## src/rtl/musa_defs_pkg.sv

```systemverilog
// musa_defs: shared definitions for the EX-entry (issue) stage and its helpers.
//
// Contents:
//    W          datapath width of ALU operands and results
//    RA         register address width
//    REG_ZERO   address of the hardwired-zero register
//    alu_func_e ALU function codes, FUNC_ADD .. FUNC_NOT
//    isSourceReg  true when an address names a real (non-zero) register
package musa_defs;

    localparam int W  = 32;
    localparam int RA = 5;

    localparam logic [RA-1:0] REG_ZERO = '0;

    typedef enum logic [2:0] {
        FUNC_ADD = 3'b000,
        FUNC_SUB = 3'b001,
        FUNC_MUL = 3'b010,
        FUNC_DIV = 3'b011,
        FUNC_AND = 3'b100,
        FUNC_OR  = 3'b101,
        FUNC_NOT = 3'b110
    } alu_func_e;

    // Register 0 always reads as zero, so it never takes part in forwarding
    // or hazard detection.
    function automatic logic isSourceReg(input logic [RA-1:0] addr);
        return addr != REG_ZERO;
    endfunction

endpackage

```

## src/rtl/alu_fwd_mux.sv

```systemverilog
// alu_fwd_mux: per-operand source select for the issue stage.
//
// Picks the value for one source register: zero for r0, otherwise the MEM
// result if MEM is about to write that register, otherwise the WB result if
// WB is writing it, otherwise the register-file value. MEM is the younger
// producer, so it wins over WB.
//
// Ports:
//    addr_i        source register address
//    regData_i     register-file value for addr_i
//    memWrEn_i     MEM stage writes memRdAddr_i
//    memRdAddr_i   MEM destination register
//    memResult_i   MEM result
//    wbWrEn_i      WB stage writes wbRdAddr_i
//    wbRdAddr_i    WB destination register
//    wbResult_i    WB result
//    data_o        selected operand value
module alu_fwd_mux
    import musa_defs::*;
(
    input  logic [RA-1:0] addr_i,
    input  logic [W-1:0]  regData_i,
    input  logic          memWrEn_i,
    input  logic [RA-1:0] memRdAddr_i,
    input  logic [W-1:0]  memResult_i,
    input  logic          wbWrEn_i,
    input  logic [RA-1:0] wbRdAddr_i,
    input  logic [W-1:0]  wbResult_i,
    output logic [W-1:0]  data_o
);

    // Priority chain: r0 first, then the younger MEM producer, then WB.
    always_comb begin
        data_o = regData_i;
        if (!isSourceReg(addr_i)) begin
            data_o = '0;
        end else if (memWrEn_i && (memRdAddr_i == addr_i)) begin
            data_o = memResult_i;
        end else if (wbWrEn_i && (wbRdAddr_i == addr_i)) begin
            data_o = wbResult_i;
        end
    end

endmodule

```

## src/rtl/alu_issue.sv

```systemverilog
// alu_issue: one-entry pipeline register between decode and the ALU.
//
// Captures a decoded op, resolves its operands (register, immediate,
// forwarded MEM/WB result), and presents op1/op2/func to the ALU under a
// valid/ready handshake. Divide-by-zero and writes to r0 are flagged here so
// the ALU never has to look at them.
//
// Configuration macro: ALU_ISSUE_FWD_EN
//    defined   - operands forwarded from MEM/WB at capture, and a held op
//                snoops WB writes to its source registers.
//    undefined - no forwarding; an offered op whose non-zero source is being
//                written by MEM or WB is stalled (id_ready=0) until clear.
//
// Ports:
//    clk, reset           clock and synchronous active-high reset
//    id_valid/id_ready    decode handshake
//    id_func              ALU function code
//    id_rs_addr/data      source 1 address and register-file value
//    id_rt_addr/data      source 2 address and register-file value
//    id_imm, id_use_imm   sign-extended immediate, replaces rt when set
//    id_rd_addr, id_wr_en destination and its write enable
//    mem_wr_en/rd_addr/result  MEM stage write (forwarding source)
//    wb_wr_en/rd_addr/result   WB stage write (forwarding/snoop source)
//    flush                discard the held op, refuse new ops this cycle
//    ex_valid/ex_ready    ALU handshake
//    ex_op1, ex_op2       operands
//    ex_func              function code
//    ex_rd_addr, ex_wr_en destination; write enable is 0 for r0
//    ex_div_zero          held op is a divide with a zero divisor
module alu_issue
    import musa_defs::*;
(
    input  logic          clk,
    input  logic          reset,
    input  logic          id_valid,
    output logic          id_ready,
    input  logic [2:0]    id_func,
    input  logic [RA-1:0] id_rs_addr,
    input  logic [RA-1:0] id_rt_addr,
    input  logic [W-1:0]  id_rs_data,
    input  logic [W-1:0]  id_rt_data,
    input  logic [W-1:0]  id_imm,
    input  logic          id_use_imm,
    input  logic [RA-1:0] id_rd_addr,
    input  logic          id_wr_en,
    input  logic          mem_wr_en,
    input  logic [RA-1:0] mem_rd_addr,
    input  logic [W-1:0]  mem_result,
    input  logic          wb_wr_en,
    input  logic [RA-1:0] wb_rd_addr,
    input  logic [W-1:0]  wb_result,
    input  logic          flush,
    output logic          ex_valid,
    input  logic          ex_ready,
    output logic [W-1:0]  ex_op1,
    output logic [W-1:0]  ex_op2,
    output logic [2:0]    ex_func,
    output logic [RA-1:0] ex_rd_addr,
    output logic          ex_wr_en,
    output logic          ex_div_zero
);

    logic          exValid_q,  exValid_d;
    logic [W-1:0]  exOp1_q,    exOp1_d;
    logic [W-1:0]  exOp2_q,    exOp2_d;
    logic [2:0]    exFunc_q,   exFunc_d;
    logic [RA-1:0] exRd_q,     exRd_d;
    logic          exWrEn_q,   exWrEn_d;
    logic          divZero_q,  divZero_d;
    logic [RA-1:0] rsAddr_q,   rsAddr_d;
    logic [RA-1:0] rtAddr_q,   rtAddr_d;
    logic          useImm_q,   useImm_d;

    logic          fwdMemEn;
    logic          fwdWbEn;
    logic          hazard;
    logic          accept;
    logic [W-1:0]  rsSel;
    logic [W-1:0]  rtSel;
    logic [W-1:0]  op2Sel;
    logic          snoopOp1;
    logic          snoopOp2;

`ifdef ALU_ISSUE_FWD_EN
    localparam logic SNOOP_EN = 1'b1;

    assign fwdMemEn = mem_wr_en;
    assign fwdWbEn  = wb_wr_en;
    assign hazard   = 1'b0;
`else
    localparam logic SNOOP_EN = 1'b0;

    // A pending MEM or WB write to a real source register makes the
    // register-file value stale; the op waits until the write has landed.
    function automatic logic pendingWrite(input logic [RA-1:0] addr);
        return isSourceReg(addr) &&
               ((mem_wr_en && (mem_rd_addr == addr)) ||
                (wb_wr_en  && (wb_rd_addr  == addr)));
    endfunction

    assign fwdMemEn = 1'b0;
    assign fwdWbEn  = 1'b0;
    assign hazard   = id_valid &&
                      (pendingWrite(id_rs_addr) ||
                       (!id_use_imm && pendingWrite(id_rt_addr)));
`endif

    alu_fwd_mux uRsMux (
        .addr_i      (id_rs_addr),
        .regData_i   (id_rs_data),
        .memWrEn_i   (fwdMemEn),
        .memRdAddr_i (mem_rd_addr),
        .memResult_i (mem_result),
        .wbWrEn_i    (fwdWbEn),
        .wbRdAddr_i  (wb_rd_addr),
        .wbResult_i  (wb_result),
        .data_o      (rsSel)
    );

    alu_fwd_mux uRtMux (
        .addr_i      (id_rt_addr),
        .regData_i   (id_rt_data),
        .memWrEn_i   (fwdMemEn),
        .memRdAddr_i (mem_rd_addr),
        .memResult_i (mem_result),
        .wbWrEn_i    (fwdWbEn),
        .wbRdAddr_i  (wb_rd_addr),
        .wbResult_i  (wb_result),
        .data_o      (rtSel)
    );

    // The immediate bypasses forwarding entirely.
    assign op2Sel = id_use_imm ? id_imm : rtSel;

    // The slot frees up when empty or when the ALU takes the op this cycle.
    // Flush and reset both refuse new work.
    assign id_ready = !reset && !flush && (!exValid_q || ex_ready) && !hazard;
    assign accept   = id_valid && id_ready;

    // A held op keeps watching WB so it does not leave with a stale operand.
    assign snoopOp1 = SNOOP_EN && wb_wr_en && isSourceReg(rsAddr_q) &&
                      (wb_rd_addr == rsAddr_q);
    assign snoopOp2 = SNOOP_EN && wb_wr_en && !useImm_q && isSourceReg(rtAddr_q) &&
                      (wb_rd_addr == rtAddr_q);

    // Next-state: flush drops the op, a new op replaces the old one, a
    // stalled op holds (with snoop), and a consumed op with nothing behind it
    // empties the slot. Divide-by-zero follows whatever op2 ends up being.
    always_comb begin
        exValid_d = exValid_q;
        exOp1_d   = exOp1_q;
        exOp2_d   = exOp2_q;
        exFunc_d  = exFunc_q;
        exRd_d    = exRd_q;
        exWrEn_d  = exWrEn_q;
        rsAddr_d  = rsAddr_q;
        rtAddr_d  = rtAddr_q;
        useImm_d  = useImm_q;

        if (flush) begin
            exValid_d = 1'b0;
        end else if (accept) begin
            exValid_d = 1'b1;
            exOp1_d   = rsSel;
            exOp2_d   = op2Sel;
            exFunc_d  = id_func;
            exRd_d    = id_rd_addr;
            exWrEn_d  = id_wr_en && isSourceReg(id_rd_addr);
            rsAddr_d  = id_rs_addr;
            rtAddr_d  = id_rt_addr;
            useImm_d  = id_use_imm;
        end else if (exValid_q && !ex_ready) begin
            if (snoopOp1) begin
                exOp1_d = wb_result;
            end
            if (snoopOp2) begin
                exOp2_d = wb_result;
            end
        end else if (ex_ready) begin
            exValid_d = 1'b0;
        end

        divZero_d = (exFunc_d == FUNC_DIV) && (exOp2_d == '0);
    end

    // Stage registers; reset clears everything so all outputs read zero.
    always_ff @(posedge clk) begin
        if (reset) begin
            exValid_q <= 1'b0;
            exOp1_q   <= '0;
            exOp2_q   <= '0;
            exFunc_q  <= '0;
            exRd_q    <= '0;
            exWrEn_q  <= 1'b0;
            divZero_q <= 1'b0;
            rsAddr_q  <= '0;
            rtAddr_q  <= '0;
            useImm_q  <= 1'b0;
        end else begin
            exValid_q <= exValid_d;
            exOp1_q   <= exOp1_d;
            exOp2_q   <= exOp2_d;
            exFunc_q  <= exFunc_d;
            exRd_q    <= exRd_d;
            exWrEn_q  <= exWrEn_d;
            divZero_q <= divZero_d;
            rsAddr_q  <= rsAddr_d;
            rtAddr_q  <= rtAddr_d;
            useImm_q  <= useImm_d;
        end
    end

    assign ex_valid    = exValid_q;
    assign ex_op1      = exOp1_q;
    assign ex_op2      = exOp2_q;
    assign ex_func     = exFunc_q;
    assign ex_rd_addr  = exRd_q;
    assign ex_wr_en    = exValid_q && exWrEn_q;
    assign ex_div_zero = exValid_q && divZero_q;

endmodule
```

## config.mk

```make
export PLATFORM = sky130hd
export DESIGN_NAME = alu_issue
export DESIGN_NICKNAME = d
export VERILOG_FILES = /design/src/rtl/musa_defs_pkg.sv /design/src/rtl/alu_fwd_mux.sv /design/src/rtl/alu_issue.sv
export SDC_FILE = /design/constraint.sdc
export NUM_CORES = 1
export LEC_CHECK = 0
export ABC_AREA = 0
export BUFFER_PORTS_ARGS = -buffer_cell sky130_fd_sc_hd__buf_2
export CAP_MARGIN = 20
export CORE_ASPECT_RATIO = 1.75
export CORE_MARGIN = 5
export CORE_UTILIZATION = 50
export DETAILED_ROUTE_END_ITERATION = 6
export PLACE_DENSITY_LB_ADDON = 0.25
export SYNTH_ARGS = -nofsm -noshare
export SYNTH_HDL_FRONTEND = slang
export SYNTH_HIERARCHICAL = 1
export SYNTH_SLANG_ARGS = --single-unit
```

## constraint.sdc

```tcl
create_clock -name clk -period 4.62 [get_ports clk]
set_input_delay 1.155 -clock clk [delete_from_list [all_inputs] [get_ports clk]]
set_output_delay 1.155 -clock clk [all_outputs]
set_load 0.02 [all_outputs]
```

# After elaboration in Yosys (flattened, before gate mapping)
# Index checks and enable logic that the tools add are counted.
# totals
regBits	75
wordCells	59
input_bits	197
out_inout_bits	76
# classes
n_bitwise	1
n_eq_ne	6
n_mux	10
reduce_logical	35
# op_table
cell	n
$mux 32	5
$logic_not 32->1	1
$eq 5x5->1	4
$logic_and 1x1->1	17
$reduce_bool 5->1	3
$logic_not 1->1	6
$mux 3	2
$logic_or 1x1->1	4
$reduce_and 2->1	2
$eq 3x2->1 const B	1
$mux 1	3
$ne 2x2->1 const B	1
$reduce_bool 2->1	1
$reduce_or 2->1	1
$not 1->1	1

# Logic depth before layout (Yosys ltp)
# Gate-level depths: netlist (run 1).
# depth
depth_word	14
mapped_depth	11
mapped_depth_nobuf	9

# Hierarchy
# The synthesis (run 1) kept the hierarchy.
# by_module_without_submodules
mod	cells_per_inst	instances	area_each_um2	seq_area_each_um2
alu_issue	430	1	3707.3	1501.4
alu_fwd_mux	196	2	1253.7	0.0

# Worst setup path before layout (run 1)
# Ideal clock, no wire load.
# synth_path
kind	input to output
startpoint	input id_rt_addr[3]
endpoint	output id_ready
stages	6
n_path_buf	1
required_time_ns	3.465
t_arrival_ns	2.468
path_slack_ns	0.997
cell_sequence	xnor2_1 nand4_1 o22ai_2 a22o_2 clkbuf_1 a21boi_0
# synth_between
elab_chain_cells	9
word_cells_on_any_way	12
classes_between	eq/ne: 2; reduce/logical: 10
# synth_lines
element	line_no	source
start, declared	alu_issue.sv:39	input logic [RA-1:0] id_rt_addr,
$eq 5x5->1	-	
$logic_and 1x1->1, on equally long branches	alu_issue.sv:97, alu_issue.sv:98	
$logic_or 1x1->1	alu_issue.sv:97	((mem_wr_en && (mem_rd_addr == addr)) ||
$logic_and 1x1->1 (*)	alu_issue.sv:96	return isSourceReg(addr) &&
$logic_and 1x1->1 (*)	alu_issue.sv:105	(!id_use_imm && pendingWrite(id_rt_addr)));
$logic_or 1x1->1 (*)	alu_issue.sv:104	(pendingWrite(id_rs_addr) ||
$logic_and 1x1->1 (*)	alu_issue.sv:103	assign hazard = id_valid &&
$logic_not 1->1 (*)	alu_issue.sv:137	assign id_ready = !reset && !flush && (!exValid_q || ex_ready) && !hazard;
$logic_and 1x1->1 (*)	alu_issue.sv:137	
end, declared	alu_issue.sv:36	output logic id_ready,
# Every way passes the cells marked *; elsewhere a longest branch is shown, timed or not.

# Worst setup path after layout (run 1)
# layout_path
startpoint	input id_rs_addr[3]
endpoint	output id_ready
# layout_between
elab_chain_cells	8
word_cells_on_any_way	11
classes_between	eq/ne: 2; reduce/logical: 9
# layout_lines
element	line_no	source
start, declared	alu_issue.sv:38	input logic [RA-1:0] id_rs_addr,
$eq 5x5->1	-	
$logic_and 1x1->1, on equally long branches	alu_issue.sv:97, alu_issue.sv:98	
$logic_or 1x1->1	alu_issue.sv:97	
$logic_and 1x1->1 (*)	alu_issue.sv:96	
$logic_or 1x1->1 (*)	alu_issue.sv:104	
$logic_and 1x1->1 (*)	alu_issue.sv:103	
$logic_not 1->1 (*)	alu_issue.sv:137	
$logic_and 1x1->1 (*)	alu_issue.sv:137	
# Marked as above.

==> run_summary.xml, run 1 <==
<?xml version="1.0" encoding="UTF-8"?>
<metrics>
  <group name="synth">
    <metric name="yosysTopAreaCell" unit="">dfxtp_1</metric>
    <metric name="synthDistinctLibCells" unit="">37</metric>
    <metric name="postSynth.topFlopCell" unit="">dfxtp_1</metric>
    <metric name="postSynthCellCount" unit="">822</metric>
    <metric name="yosysMostFrequentCell" unit="">o21ai_0</metric>
    <metric name="synth_area" unit="um2">6210</metric>
    <metric name="top_cells_by_area_in_the_synthesized_netlist" unit="">dfxtp_1, o21ai_0, nand3_1, a21oi_1, a311oi_1</metric>
    <metric name="synth_top_area_share" unit="">0.242</metric>
    <metric name="total_of_flip_flops_plus_latches_after_synthesis" unit="">75</metric>
    <metric name="number_of_enable_flip_flop_cells_after_synthesis" unit="">0</metric>
    <metric name="synth_top_cells_by_count" unit="">o21ai_0, nand3_1, dfxtp_1</metric>
    <metric name="seq_area_frac_synth" unit="">0.242</metric>
    <metric name="syn_avg_cell_area" unit="um2">7.56</metric>
    <metric name="yosys_warnings" unit="">6</metric>
    <metric name="synthArstFlopShare" unit="">0</metric>
  </group>
  <group name="setup_path">
    <metric name="worstSetupStartpoint" unit="">id_rs_addr[3]</metric>
    <metric name="worst-setup-path-type" unit="">in -&gt; out</metric>
    <metric name="worst_setup_path_start_kind" unit="">input port</metric>
    <metric name="end_kind" unit="">output pin</metric>
    <metric name="critical_path_required" unit="ns">3.46</metric>
    <metric name="timing.critical_path.fanout_max" unit="">6</metric>
    <metric name="rr_startpoint" unit="">ex_valid</metric>
    <metric name="worstPathArrival" unit="ns">2.47</metric>
    <metric name="regToRegSetupSlack" unit="ns">2.34</metric>
  </group>
  <group name="timing">
    <metric name="worst-slew-pin-transition" unit="ns">1.70</metric>
    <metric name="finalSetupViolations" unit="">0</metric>
    <metric name="relSlewSlack" unit="">-0.133</metric>
    <metric name="hold_viol" unit="">0</metric>
    <metric name="min_period" unit="ns">3.62</metric>
    <metric name="setup_repair_after_global_routing_missed_its_margin" unit="">no</metric>
    <metric name="fin_crit_sh" unit="">0.784</metric>
    <metric name="layout_setup_ws" unit="ns">0.999</metric>
    <metric name="max_freq" unit="MHz">276</metric>
    <metric name="fin_skew" unit="ns">0.00962</metric>
    <metric name="final.setup.tns" unit="ns">0</metric>
    <metric name="final-max-slew-violation-count" unit="">104</metric>
  </group>
  <group name="cts">
    <metric name="cts_max_path_buffers" unit="">2</metric>
    <metric name="worst_setup_hold_path_clk_slew" unit="ns">0.07</metric>
    <metric name="postCtsResizedCells" unit="">0</metric>
    <metric name="root_buffer" unit="">clkbuf_16</metric>
    <metric name="cts_num_sinks" unit="">75</metric>
    <metric name="cts.htree.levels" unit="">3</metric>
    <metric name="cts_hold_buf" unit="">0</metric>
    <metric name="worst_skew_pair.late_latency" unit="ns">0.34</metric>
    <metric name="cts-buffers-inserted" unit="">9</metric>
    <metric name="cts_tree" unit="">built</metric>
    <metric name="post_cts.repair.setup_buffers" unit="">0</metric>
  </group>
  <group name="die">
    <metric name="rows" unit="">54</metric>
    <metric name="number_of_ports_placed_on_the_die_boundary" unit="">273</metric>
    <metric name="dieHeight" unit="um">157</metric>
    <metric name="floorplan.die_area" unit="um2">14800</metric>
    <metric name="core_area" unit="um2">12400</metric>
    <metric name="fp.dieW" unit="um">94.3</metric>
    <metric name="initial_core_util" unit="">0.503</metric>
  </group>
  <group name="power_and_ir_drop">
    <metric name="p_switching" unit="mW">0.704</metric>
    <metric name="share_seq_of_total_power" unit="">0.353</metric>
    <metric name="cellPowerDensity" unit="nW/um2">254</metric>
    <metric name="clockPowerShare" unit="">0.345</metric>
    <metric name="internal" unit="mW">1.27</metric>
    <metric name="fraction_of_power_spent_switching_nets" unit="">0.358</metric>
    <metric name="design_power_total" unit="mW">1.97</metric>
    <metric name="worst_ir_drop_vdd" unit="uV">167</metric>
    <metric name="p_leak" unit="nW">2.87</metric>
    <metric name="p_comb_frac" unit="">0.301</metric>
  </group>
  <group name="grt">
    <metric name="antenna_violations_before_repair" unit="">5</metric>
    <metric name="global_route_wire_length_before_repair" unit="um">40000</metric>
    <metric name="globalRoute.totalOverflow" unit="">0</metric>
    <metric name="globalRouteTotalUtil" unit="">0.348</metric>
    <metric name="largest_net_degree_at_the_start_of_global_routing" unit="">107</metric>
    <metric name="via_count_of_the_first_global_routing_pass" unit="">7197</metric>
  </group>
  <group name="route">
    <metric name="routed_len_inst" unit="um">22.8</metric>
    <metric name="dr.first_iter.drc_count" unit="">761</metric>
    <metric name="post-route-drc-count" unit="">0</metric>
    <metric name="route.antenna.remaining_nets" unit="">0</metric>
    <metric name="firstDrtPassIters" unit="">7</metric>
    <metric name="vias" unit="">7847</metric>
    <metric name="viasPerCell" unit="">6.58</metric>
    <metric name="wirelength" unit="um">27200</metric>
  </group>
  <group name="layout">
    <metric name="finalNetCount" unit="">1212</metric>
    <metric name="fraction_of_final_layout_cells_sized_beyond_drive_strength_1" unit="">0.325</metric>
    <metric name="fillCellCount" unit="">1221</metric>
    <metric name="areaGrowthSynthToFinish" unit="%">24.9</metric>
    <metric name="final_util" unit="">0.628</metric>
    <metric name="final-instance-count-excl-fill" unit="">1193</metric>
  </group>
  <group name="place">
    <metric name="hpwl" unit="um">20900</metric>
    <metric name="io_buffers" unit="">272</metric>
    <metric name="dp_cells" unit="">1172</metric>
    <metric name="pre_cts_ws" unit="ns">0.666</metric>
    <metric name="weighted_congestion_reported_at_the_end_of_routability_driven_placement" unit="">0.997</metric>
  </group>
  <group name="outcome">
    <metric name="run_status" unit="">finished, violations left</metric>
    <metric name="violations" unit="">slew limit</metric>
  </group>
  <group name="flow_run">
    <metric name="timing.max_cap.violations" unit="">0</metric>
  </group>
  <group name="worst_hold_path">
    <metric name="hold_path.startpoint" unit="">ex_rd_addr[0]</metric>
    <metric name="worstHoldPathType" unit="">reg -&gt; reg</metric>
  </group>
</metrics>
## flip-flops by register name (all words and copies together) (netlist names)
register,cells
ex_op2,32
ex_func,3
exWrEn_q,1
ex_rd_addr,5
divZero_q,1
ex_op1,32
ex_valid,1
## cell usage in the layout (no fill, tap or decap), types with 2 or more instances in the layout
cell type	count
and2_1	2
diode_2	5
xnor2_2	2
a311oi_2	20
a211oi_1	36
nor4_1	22
conb_1	4
clkinvlp_4	2
nand4_1	37
o21ai_1	2
nor2_2	2
dfxtp_1	75
nand2_1	14
xnor2_1	38
nor3_1	69
o21ai_0	108
nor2_1	2
nor2b_1	2
and4_1	2
o22ai_2	2
or4_1	5
mux2i_1	32
a311oi_1	40
inv_6	3
nor4bb_1	2
a21oi_1	74
clkbuf_16	9
o22a_1	36
nand3_1	81
or2_1	2
buf_2	272
buf_12	2
buf_4	12
## worst max-delay path, stage by stage
cell and delay (ns):
buf_2 0.17, xnor2_1 0.18, nand4_1 0.17, o22ai_2 0.27, a22o_2 0.26, a21boi_0 0.10
buf_2 0.16
## layer usage
metal / global-route usage / wire (um) / up-vias / part of all wire
met5: 0 / 0 / - / 0
met4: 0.267 / 2250 / 0 / 0.083
met3: 0.0488 / 2260 / 105 / 0.083
met2: 0.575 / 13200 / 480 / 0.49
met1: 0.401 / 9450 / 3642 / 0.35
li1: - / - / 3620 / -
## power by group through the flow
stage / Sequential, mW / Clock, mW / Combinational, mW
3_5_place_dp: 0.710 / 0 / 0.565
6_report: 0.696 / 0.680 / 0.594
3_3_place_gp: 0.709 / 0 / 0.562
5_1_grt: 0.699 / 0.716 / 0.631
2_1_floorplan: 0.741 / 0 / 0.317
4_1_cts: 0.695 / 0.686 / 0.566
## stage by stage
stage / hold slack (ns) / area, um2
3_3_place_gp: 0.460 / 7470
4_1_cts: 0.473 / 7750
6_report: 0.473 / 7760
2_1_floorplan: 0.550 / 6230
5_1_grt: 0.501 / 7760
3_5_place_dp: 0.464 / 7470
## kinds of logic (layout without fill, tap and decap cells)
kind of cell    count (synthesis)  after routing  share of synthesized area
compound gates                322            322                      0.359
xor+xnor                       40             40                     0.0588
buf+inv                       107            302                     0.0755
flops                          75             75                      0.242
mux                            32             32                     0.0515
other cells                     1              9                   0.000603
simple gates                  245            245                      0.213
## path summary, 6_finish.rpt
| path | cells past startpoint | end |
|---|---|---|
| worst max register to register | 6 | ex_op1[12] |
| worst min-delay path | 2 | ex_rd_addr[0] |
| worst min register to register | 2 | ex_rd_addr[0] |
| worst max-delay path | 7 | id_ready |
## area by class of cell
type | count | area [um2] | area share
Timing Repair Buffer | 286 | 1490 | 0.192
Tap cell | 168 | 210 | 0.0271
Clock inverter | 7 | 57.6 | 0.00742
Clock buffer | 9 | 225 | 0.0290
Sequential cell | 75 | 1500 | 0.193
Antenna cell | 5 | 12.5 | 0.00161
Multi-Input combinational cell | 643 | 4260 | 0.549
(Power assumes the default switching activity.)
==> inputs of run 2 (changes only) <==
--- a/config.mk
+++ b/config.mk
@@ -10,7 +10,7 @@
 export CAP_MARGIN = 20
 export CORE_ASPECT_RATIO = 1.75
 export CORE_MARGIN = 5
-export CORE_UTILIZATION = 50
+export CORE_UTILIZATION = 44
 export DETAILED_ROUTE_END_ITERATION = 6
 export PLACE_DENSITY_LB_ADDON = 0.25
 export SYNTH_ARGS = -nofsm -noshare
==> constraint.sdc (replaced) <==
create_clock -name clk -period 2.9 [get_ports clk]
set_input_delay 0.725 -clock clk [delete_from_list [all_inputs] [get_ports clk]]
set_output_delay 0.725 -clock clk [all_outputs]
set_load 0.02 [all_outputs]
==> run_summary.xml, run 2 (synthesis gave the netlist of run 1 again) <==
<?xml version="1.0" encoding="UTF-8"?>
<metrics>
  <group name="outcome">
    <metric name="run_status" unit="">finished, violations left</metric>
    <metric name="violations" unit="">slew limit</metric>
  </group>
  <group name="power_and_ir_drop">
    <metric name="p_leak" unit="nW">3.06</metric>
    <metric name="worst_ir_drop_vdd" unit="uV">258</metric>
    <metric name="share_seq_of_total_power" unit="">0.344</metric>
    <metric name="design_power_total" unit="mW">3.22</metric>
    <metric name="internal" unit="mW">2.13</metric>
    <metric name="p_comb_frac" unit="">0.307</metric>
    <metric name="clockPowerShare" unit="">0.349</metric>
    <metric name="p_switching" unit="mW">1.09</metric>
    <metric name="cellPowerDensity" unit="nW/um2">398</metric>
    <metric name="fraction_of_power_spent_switching_nets" unit="">0.340</metric>
  </group>
  <group name="grt">
    <metric name="antenna_violations_before_repair" unit="">9</metric>
    <metric name="via_count_of_the_first_global_routing_pass" unit="">7510</metric>
    <metric name="global_route_wire_length_before_repair" unit="um">41400</metric>
    <metric name="globalRouteTotalUtil" unit="">0.315</metric>
    <metric name="globalRoute.totalOverflow" unit="">0</metric>
    <metric name="largest_net_degree_at_the_start_of_global_routing" unit="">66</metric>
  </group>
  <group name="route">
    <metric name="wirelength" unit="um">27500</metric>
    <metric name="vias" unit="">7847</metric>
    <metric name="routed_len_inst" unit="um">22.3</metric>
    <metric name="firstDrtPassIters" unit="">5</metric>
    <metric name="post-route-drc-count" unit="">0</metric>
    <metric name="dr.first_iter.drc_count" unit="">714</metric>
    <metric name="viasPerCell" unit="">6.34</metric>
    <metric name="route.antenna.remaining_nets" unit="">0</metric>
  </group>
  <group name="setup_path">
    <metric name="critical_path_required" unit="ns">2.17</metric>
    <metric name="timing.critical_path.max_delay_family" unit="">compound AO/OA/AOI/OAI gates</metric>
    <metric name="worst_setup_path_start_kind" unit="">input port</metric>
    <metric name="worst-setup-path-type" unit="">in -&gt; out</metric>
    <metric name="worst-r2r-cell-count" unit="">6</metric>
    <metric name="crit_path_frequent_cell" unit="">buf_2</metric>
    <metric name="timing.critical_path.fanout_max" unit="">5</metric>
    <metric name="crit_chain" unit="">buf_2 -&gt; buf_4 -&gt; xnor2_1 -&gt; nand4_1 -&gt; o22ai_2 -&gt; a22o_2 -&gt; a21boi_0 -&gt; buf_2</metric>
    <metric name="regToRegSetupSlack" unit="ns">1.07</metric>
    <metric name="worstSetupStartpoint" unit="">id_rt_addr[4]</metric>
    <metric name="crit_path_top_delay_cell" unit="">a22o_2</metric>
    <metric name="slowest_delay" unit="ns">0.33</metric>
    <metric name="end_kind" unit="">output pin</metric>
    <metric name="worstPathBufferInverterCount" unit="">3</metric>
    <metric name="worstPathArrival" unit="ns">2.05</metric>
    <metric name="rr_endpoint" unit="">ex_op2[9]</metric>
    <metric name="rr_startpoint" unit="">ex_valid</metric>
  </group>
  <group name="die">
    <metric name="floorplan.die_area" unit="um2">16700</metric>
    <metric name="dieHeight" unit="um">167</metric>
    <metric name="fp.dieW" unit="um">99.8</metric>
    <metric name="rows" unit="">57</metric>
    <metric name="number_of_ports_placed_on_the_die_boundary" unit="">273</metric>
    <metric name="initial_core_util" unit="">0.447</metric>
    <metric name="core_area" unit="um2">13900</metric>
  </group>
  <group name="cts">
    <metric name="worst_setup_hold_path_clk_slew" unit="ns">0.06</metric>
    <metric name="worst_skew_pair.late_latency" unit="ns">0.34</metric>
    <metric name="root_buffer" unit="">clkbuf_16</metric>
    <metric name="cts_hold_buf" unit="">0</metric>
    <metric name="cts_max_path_buffers" unit="">2</metric>
    <metric name="cts-buffers-inserted" unit="">9</metric>
    <metric name="post_cts.repair.setup_buffers" unit="">0</metric>
    <metric name="postCtsResizedCells" unit="">0</metric>
    <metric name="cts_num_sinks" unit="">75</metric>
    <metric name="cts.htree.levels" unit="">3</metric>
    <metric name="cts_tree" unit="">built</metric>
  </group>
  <group name="worst_hold_path">
    <metric name="worstHoldEndpoint" unit="">ex_op1[26]</metric>
    <metric name="worstHoldPathCells" unit="">2</metric>
    <metric name="hold_path.startpoint" unit="">ex_op1[26]</metric>
    <metric name="worstHoldPathType" unit="">reg -&gt; reg</metric>
  </group>
  <group name="timing">
    <metric name="min_period" unit="ns">2.78</metric>
    <metric name="final.setup.tns" unit="ns">0</metric>
    <metric name="worst_hold_slack" unit="ns">0.473</metric>
    <metric name="setup_repair_after_global_routing_missed_its_margin" unit="">no</metric>
    <metric name="worst-slew-pin-transition" unit="ns">1.73</metric>
    <metric name="fin_crit_sh" unit="">0.957</metric>
    <metric name="hold_viol" unit="">0</metric>
    <metric name="relSlewSlack" unit="">-0.155</metric>
    <metric name="finalSetupViolations" unit="">0</metric>
    <metric name="fin_skew" unit="ns">0.0104</metric>
    <metric name="final-max-slew-violation-count" unit="">104</metric>
    <metric name="max_freq" unit="MHz">360</metric>
  </group>
  <group name="layout">
    <metric name="most-common-layout-cells" unit="">buf_2, o21ai_0, nand3_1, dfxtp_1, a21oi_1</metric>
    <metric name="final_util" unit="">0.581</metric>
    <metric name="fillCellCount" unit="">1401</metric>
    <metric name="finalNetCount" unit="">1244</metric>
    <metric name="areaGrowthSynthToFinish" unit="%">30.0</metric>
    <metric name="seq_area" unit="um2">1500</metric>
    <metric name="multi_input_area" unit="um2">4260</metric>
    <metric name="post-route-cell-area" unit="um2">8080</metric>
    <metric name="fraction_of_final_layout_cells_sized_beyond_drive_strength_1" unit="">0.345</metric>
    <metric name="layout.cells.most_common" unit="">buf_2</metric>
  </group>
  <group name="place">
    <metric name="weighted_congestion_reported_at_the_end_of_routability_driven_placement" unit="">0.972</metric>
    <metric name="io_buffers" unit="">272</metric>
    <metric name="detailed_place.area" unit="um2">7770</metric>
    <metric name="hpwl" unit="um">21700</metric>
  </group>
  <group name="flow_run">
    <metric name="timing.max_cap.violations" unit="">0</metric>
  </group>
</metrics>
-- run 2: cell types whose count changed in the layout (fill, tap and decap cells not counted), sizes merged --
cell | before | now
inv | 4 | 1
clkinvlp | 2 | 0
clkinv | 1 | 4
bufinv | 0 | 1
buf | 286 | 318
diode | 5 | 9
-- run 2: routing by layer --
metal  global-route usage  wire [um]  vias up
met3               0.0504       2490      105
met4                0.207       1950        2
met1                0.355       9620     3546
li1                     -          -     3689
met5                    0         13        -
met2                0.538      13500      505
-- run 2: power by group through the flow --
stage / clock, mW / combinational, mW / sequential [mW]
3_5_place_dp: 0 / 0.945 / 1.13
6_report: 1.12 / 0.987 / 1.11
3_3_place_gp: 0 / 0.943 / 1.13
4_1_cts: 1.14 / 0.946 / 1.11
5_1_grt: 1.18 / 1.05 / 1.11
2_1_floorplan: 0 / 0.505 / 1.18
-- run 2: tightest hold or removal path: cells and delay by family, from the launching register on --
| family | cells | cell delay [ns] |
|---|---|---|
| flops | 1 | 0.30 |
| compound gates | 2 | 0.12 |
-- run 2: stage by stage --
stage,setup WS [ns],std cells
CTS,0.108,1228
global placement,-0.110,1213
detailed placement,-0.132,1213
floorplan,0.137,825
global route,0.0275,1237
finish,0.125,1237
-- run 2: worst max-delay path by stage --
stage,cells past startpoint,end,slack (ns)
floorplan,6,id_ready,0.14
global placement,12,divZero_q,-0.11
detailed placement,12,divZero_q,-0.13
CTS,8,id_ready,0.11
global route,7,id_ready,0.03
finish,8,id_ready,0.12
-- run 2: layout make-up --
class	count	area share
clock buffer	9	0.0279
antenna	9	0.00279
sequential	75	0.186
clock inverter	6	0.00821
multi-input combinational	643	0.527
tap	177	0.0274
timing repair buffer	318	0.220
